[config.mk]
export PLATFORM = sky130hd
export DESIGN_NAME = ota_duty_meter
export DESIGN_NICKNAME = d
export VERILOG_FILES = /design/src/rtl/ota_meter_pkg.sv /design/src/rtl/ota_sync_filter.sv /design/src/rtl/ota_duty_meter.sv
export SDC_FILE = /design/constraint.sdc
export NUM_CORES = 1
export LEC_CHECK = 0
export CORE_ASPECT_RATIO = 1.1
export CORE_MARGIN = 8
export CORE_UTILIZATION = 50
export DETAILED_ROUTE_END_ITERATION = 12
export HOLD_SLACK_MARGIN = 0.15
export MAX_ROUTING_LAYER = met4
export PLACE_DENSITY = 0.78
export SLEW_MARGIN = 20
export SYNTH_ARGS = -nofsm -noshare
export SYNTH_HDL_FRONTEND = slang
export SYNTH_SLANG_ARGS = --single-unit
[constraint.sdc]
create_clock -name clk -period 1.9 [get_ports clk]
set_input_delay 0.38 -clock clk [delete_from_list [all_inputs] [get_ports clk]]
set_output_delay 0.38 -clock clk [all_outputs]
set_load 0.02 [all_outputs]
[src/rtl/ota_meter_pkg.sv]
// Shared types and default constants for the OTA comparator duty/edge meter.
package ota_meter_pkg;

    typedef enum logic {
        IDLE = 1'b0,
        MEAS = 1'b1
    } state_t;

    localparam int unsigned WIN_LOG2_DEF = 10;
    localparam int unsigned OUT_W_DEF    = 8;
    localparam int unsigned FILT_LEN_DEF = 3;
    localparam int unsigned EDGE_W       = 8;

endpackage

[src/rtl/ota_sync_filter.sv]
// Two-flop synchroniser followed by an agree-counter deglitch filter.
module ota_sync_filter
    import ota_meter_pkg::*;
#(
    parameter int unsigned FILT_LEN = FILT_LEN_DEF
) (
    input  logic clk,
    input  logic rst,
    input  logic cmp_in,
    output logic lvl
);

    logic       meta;
    logic       s;
    logic [3:0] agree;

    always_ff @(posedge clk) begin
        if (rst) begin
            meta  <= 1'b0;
            s     <= 1'b0;
            lvl   <= 1'b0;
            agree <= '0;
        end else begin
            meta <= cmp_in;
            s    <= meta;
            // lvl flips on the FILT_LEN-th consecutive disagreeing sample
            if (s != lvl) begin
                if (agree == 4'(FILT_LEN - 1)) begin
                    lvl   <= ~lvl;
                    agree <= '0;
                end else begin
                    agree <= agree + 4'd1;
                end
            end else begin
                agree <= '0;
            end
        end
    end

endmodule

[src/rtl/ota_duty_meter.sv]
// Windowed duty-cycle and rising-edge meter for the OTA comparator output,
// with a valid/ack result handshake and sticky overrun flag.
module ota_duty_meter
    import ota_meter_pkg::*;
#(
    parameter int unsigned WIN_LOG2 = WIN_LOG2_DEF,
    parameter int unsigned OUT_W    = OUT_W_DEF,
    parameter int unsigned FILT_LEN = FILT_LEN_DEF
) (
    input  logic              clk,
    input  logic              rst,
    input  logic              en,
    input  logic              cmp_in,
    output logic [OUT_W-1:0]  res_duty,
    output logic [EDGE_W-1:0] res_edges,
    output logic              res_valid,
    input  logic              res_ack,
    output logic              overrun,
    output logic              lvl
);

    localparam int unsigned SHIFT = WIN_LOG2 - OUT_W;

    state_t              state;
    state_t              state_nxt;
    logic [WIN_LOG2-1:0] wcnt;
    logic [WIN_LOG2:0]   hi_cnt;
    logic [EDGE_W-1:0]   edge_cnt;
    logic                lvl_q;

    logic                counting;
    logic                last;
    logic                rise;
    logic                ack_take;
    logic [WIN_LOG2:0]   hi_fin;
    logic [EDGE_W-1:0]   edge_fin;

    ota_sync_filter #(
        .FILT_LEN(FILT_LEN)
    ) u_filt (
        .clk    (clk),
        .rst    (rst),
        .cmp_in (cmp_in),
        .lvl    (lvl)
    );

    always_comb begin
        state_nxt = state;
        case (state)
            IDLE:    if (en)  state_nxt = MEAS;
            MEAS:    if (!en) state_nxt = IDLE;
            default: state_nxt = IDLE;
        endcase
    end

    always_ff @(posedge clk) begin
        if (rst) state <= IDLE;
        else     state <= state_nxt;
    end

    // Final-cycle totals include the current sample so the commit sees a full window
    assign counting = (state == MEAS) && en;
    assign last     = counting && (wcnt == '1);
    assign rise     = lvl && !lvl_q;
    assign hi_fin   = hi_cnt + {{WIN_LOG2{1'b0}}, lvl};
    assign edge_fin = (rise && (edge_cnt != '1)) ? edge_cnt + 1'b1 : edge_cnt;
    assign ack_take = res_valid && res_ack;

    always_ff @(posedge clk) begin
        if (rst) begin
            lvl_q    <= 1'b0;
            wcnt     <= '0;
            hi_cnt   <= '0;
            edge_cnt <= '0;
        end else begin
            lvl_q <= lvl;
            if (!counting || last) begin
                wcnt     <= '0;
                hi_cnt   <= '0;
                edge_cnt <= '0;
            end else begin
                wcnt     <= wcnt + 1'b1;
                hi_cnt   <= hi_fin;
                edge_cnt <= edge_fin;
            end
        end
    end

    always_ff @(posedge clk) begin
        if (rst) begin
            res_duty  <= '0;
            res_edges <= '0;
            res_valid <= 1'b0;
            overrun   <= 1'b0;
        end else begin
            if (last) begin
                res_duty  <= hi_fin[WIN_LOG2] ? '1 : hi_fin[SHIFT +: OUT_W];
                res_edges <= edge_fin;
                res_valid <= 1'b1;
            end else if (ack_take) begin
                res_valid <= 1'b0;
            end
            // An ack in the commit cycle consumes the old result, so no overrun
            if (ack_take)
                overrun <= 1'b0;
            else if (last && res_valid)
                overrun <= 1'b1;
        end
    end

endmodule
* Yosys cells after proc, flatten, opt, wreduce, memory -nomap -nowiden *
Index checks and enable logic that the tools add are counted.
W data, S select, Z words.

cells by class
  $add $sub $neg = 4
  eq/ne operators = 4
  mux-type cells = 5
  bitwise gates (word level) = 2
  reduce and logical (&&, ||, !) cells = 14

operators by type and width
  kind                     count
  $mux W8                  2
  $add A11 B1 Y11          1
  $add A10 B1 Y10 const B  1
  $eq A10 B10 Y1 const B   1
  $add A8 B1 Y8 const B    1
  $ne A8 B8 Y1 const B     1
  $logic_and A1 B1 Y1      6
  $add A4 B1 Y4 const B    1
  $eq A4 B2 Y1 const B     1
  $reduce_or A2 Y1         2
  $mux W1                  3
  $reduce_or A3 Y1         1
  $logic_not A1 Y1         2
  $not A1 Y1               2
  $reduce_and A2 Y1        1
  $reduce_bool A2 Y1       1
  $logic_or A1 B1 Y1       1
  $ne A1 B1 Y1             1

storage, ports and cells
  register bits after elaboration = 56
  output and inout bits = 19

* Logic depth before layout (Yosys ltp) *
  word-level depth = 4
  mapped depth = 6
  mapped depth without buffers = 6

* Cells and area by module *
From an unflattened synthesis, not the netlist that was laid out.

unflattened totals
  cells, all modules = 236
  area total of the unflattened synthesis = 2,242.2 sq um

modules (own cells, without submodules)
  module           instances  cells an instance  area an instance (sq um)  seq. area each (sq um)
  ota_duty_meter   1          212                1,981.9                   980.9
  ota_sync_filter  1          24                 260.2                     140.1

* Worst setup path before layout *
No wires, ideal clock.

  path type = reg2reg
  start point = register u_filt.lvl
  end point = register res_duty[0]
  library setup time = 86 ps
  arrival = 1,840 ps
  required time = 1,814 ps
  slack = -25 ps
  stages on the path, launching flop included = 7
  path buffers = 0
  path through = dfxtp_1 -> ha_1 -> ha_1 -> nand2_1 -> nor4_1 -> nor3_4 -> a211oi_1

between the ends
  longest elaborated chain between the ends = 2

RTL lines
  element                   RTL line               source
  start: declaration        ota_sync_filter.sv:10  output logic lvl
  start signal: assignment  ota_sync_filter.sv:29  lvl <= ~lvl;
  $add A11 B1 Y11           ota_duty_meter.sv:65   assign hi_fin = hi_cnt + {{WIN_LOG2{1'b0}}, lvl};
  $mux W8                   ota_duty_meter.sv:97   res_duty <= hi_fin[WIN_LOG2] ? '1 : hi_fin[SHIFT +: OUT_W];
  end signal: assignment    ota_duty_meter.sv:97
  end: declaration          ota_duty_meter.sv:14   output logic [OUT_W-1:0] res_duty,

Every way passes these cells.
A chain may end at the register's enable or synchronous reset.

* Final worst setup path *
  start point = input port en
  end point = register res_duty[6]

between the ends
  longest elaborated chain between the ends = 2

RTL lines
  element              RTL line              source
  start: declaration   ota_duty_meter.sv:12  input logic en,
  $logic_and A1 B1 Y1  ota_duty_meter.sv:62  assign counting = (state == MEAS) && en;
  $logic_and A1 B1 Y1  ota_duty_meter.sv:63  assign last = counting && (wcnt == '1);

Every way passes these cells.

==> results_dict.tcl <==
set metrics [dict create \
    async_reset_ff_share_pct 0 \
    crit_required_ns 2.10 \
    postPlaceCellArea_um2 2620 \
    hold_viol 0 \
    final_max_slew_viol_count 0 \
    grt_first_pass_wirelength_mm 7.73 \
    htreeDepth 2 \
    whs_ns 0.457 \
    synthDistinctLibCells 46 \
    die_x_um 80.2 \
    hold_path_class "reg2reg" \
    row_count 25 \
    ant_nets 0 \
    cts_tree "built" \
    max_freq_mhz 545 \
    syn_nets 251 \
    antenna_found_initial 0 \
    irDropWorstVdd_v 0.000515 \
    leakage_nw 0.921 \
    min_period_ns 1.83 \
    clock_latency_ns 0.31 \
    clock-sinks 56 \
    via_per_inst 5.40 \
    path_buf_inv 2 \
    io_buffers 23 \
    root_buffer "clkbuf_8" \
    stdcell_area_um2 2770 \
    initial_core_util_pct 52.2 \
    ys_seq_elements 56 \
    criticalPathCategory "in2reg" \
    drive_gt1_share_pct 13.1 \
    cts_buffers 5 \
    worst_slew_pin_slew_ns 0.424 \
    start_kind "input pin" \
    hpwl_mm 3.29 \
    status "completed" \
    syn2layout_area_growth_pct 22.2 \
    final_common_cell "dfxtp_1" \
    end_kind "flip-flop" \
    yosysWarnings 0 \
    final_cell_mix "dfxtp_1 (54), nor2_1 (42), clkdlybuf4s50_1 (22)" \
    nNetsFinal 285 \
    core_um2 4350 \
    crit_chain "clkdlybuf4s50_1 > nand4_1 > or4_4 > nor3_4 > buf_6 > a211oi_1" \
    skew_ns 0.00793 \
    io_pins 24 \
    routed_wl_mm 4.57 \
    synth_top_flop_cell "dfxtp_1" \
    avgSynthCellArea_um2 9.45 \
    ys_seq_area_share_pct 49.4 \
    die_h_um 86.6 \
    grt_pass1_vias 1673 \
    setup_viol 0 \
    worstPathMaxFanout 8 \
    grt-ovfl-total 0 \
    synth_cells 240 \
    critPathMaxStageDelay_ns 0.59 \
    place.gp.congestion 0.826 \
    drtIter0Drc 100 \
    die_area_um2 6950 \
    first_pass_iters 4 \
    cp_slowest_cell "or4_4" \
    antenna_cells 0 \
    grt_max_degree 19 \
    setup_tns_ns 0 \
    drv_cap 0 \
    cp_top_family "simple AND/OR/NAND/NOR gates" \
    powerDensity_nw_per_um2 727 \
    drc 0 \
    synthesis.area_um2 2270 \
    clk_pin_slew_ns 0.10 \
    hold_buffers 0 \
    crit_arrival_ns 2.03 \
    vias 1778 \
    fin_crit_sh_pct 96.5 \
    timing.slew.headroom_pct 71.5 \
    clockBufferDepth 2 \
    wl_per_cell_um 13.9 \
    track_usage_pct 14.3 \
    synth-edff-count 0 \
]
## sequential cells by signal (all words and copies together) (netlist names), 4 cells and up
register,cells
edge_cnt,8
u_filt.agree,4
hi_cnt,11
res_duty,8
res_edges,8
wcnt,10
## routing by layer
layer  GRT usage, %  share of wire [%]  vias up
met5              -                  0        -
met3           4.14                4.8        6
met1           16.1                 45      827
met4           4.97                1.2        0
met2           23.6                 50       34
li1               -                  -      911
## repair_timing
action	CTS	global route
resized for setup	0	9
setup buffers	0	1
setup endpoints to repair	0	24
## path summary, 6_finish.rpt
check,endpoint,depth (start not counted),startpoint,slack [ns]
worst max register to register,res_duty[0]$_SDFFE_PP0P_,7,u_filt.lvl$_SDFFE_PP0P_,0.11
worst max-delay path,res_duty[6]$_SDFFE_PP0P_,6,en,0.07
worst min-delay path,res_edges[4]$_SDFFE_PP0P_,2,res_edges[4]$_SDFFE_PP0P_,0.46
worst min register to register,res_edges[4]$_SDFFE_PP0P_,2,res_edges[4]$_SDFFE_PP0P_,0.46
## Yosys cell counts, types with 2 or more instances
library cell  number  area, µm²
nand2_1           12       45.0
nand3b_1           2       15.0
and3_1             5       31.3
and2_1             3       18.8
nand2b_1           2       12.5
a21oi_1            6       30.0
nand3_2            2       20.0
o211ai_1           3       22.5
clkbuf_1           5       18.8
buf_2              3       15.0
nor2_1            42        158
inv_1              6       22.5
nand3_1            7       35.0
dfxtp_1           56       1120
ha_1               6       75.1
a211oi_1          12       90.1
nor2b_1            4       25.0
mux2i_1            2       20.0
a31oi_1            3       18.8
or3_1              2       12.5
nor3_1             6       30.0
a41oi_1            2       17.5
o31ai_1            2       15.0
nor3b_1            2       15.0
xor2_1             6       52.6
xnor2_1           14        123
nand4_1            6       37.5
## cell families (layout without fill, tap and decap cells)
logic type / count (synthesis) / count (layout) / share of synthesized area (%)
adders and majority gates: 6 / 6 / 3.31
muxes: 2 / 2 / 0.883
AOI/OAI and AO/OA: 38 / 38 / 12.2
buffers and inverters: 16 / 51 / 3.14
and+or+nand+nor: 102 / 102 / 23.3
DFF: 56 / 56 / 49.4
xor gates and xnor gates: 20 / 20 / 7.72
## layout make-up
| class | instances | area [µm²] |
|---|---|---|
| clock buffers | 5 | 68.8 |
| clock inverters | 3 | 46.3 |
| fillers | 358 | 1580 |
| inverters | 6 | 22.5 |
| multi-input cells | 168 | 1100 |
| flip-flops and latches | 56 | 1120 |
| well taps | 54 | 67.6 |
| repair buffers | 37 | 345 |
## worst reg2reg max path: stages, from the launching register on
cell      delay (ns)
dfxtp_2         0.36
ha_1            0.19
ha_2            0.22
nand2_1         0.12
nor4_2          0.41
nor3_4          0.05
buf_6           0.14
a211oi_1        0.21
## power by group
part,internal [W],total [W],switching [W]
sequential,0.00118,0.00118,0.00000250
combinational,0.0000177,0.0000385,0.0000208
clock,0.000397,0.000797,0.000400
total,0.00159,0.00202,0.000423
## stage by stage
stage | power [W] | std cells | setup slack (ns) | util (%)
2_1_floorplan | 0.00122 | 240 | 0.00279 | -
3_3_place_gp | 0.00124 | 320 | -0.189 | 60.3
3_5_place_dp | 0.00124 | 320 | -0.236 | 60.3
4_1_cts | 0.00203 | 328 | 0.00578 | 62.9
5_1_grt | 0.00209 | 329 | -0.00407 | 63.7
6_report | 0.00202 | 329 | 0.0660 | 63.7
(Power assumes the default switching activity.)
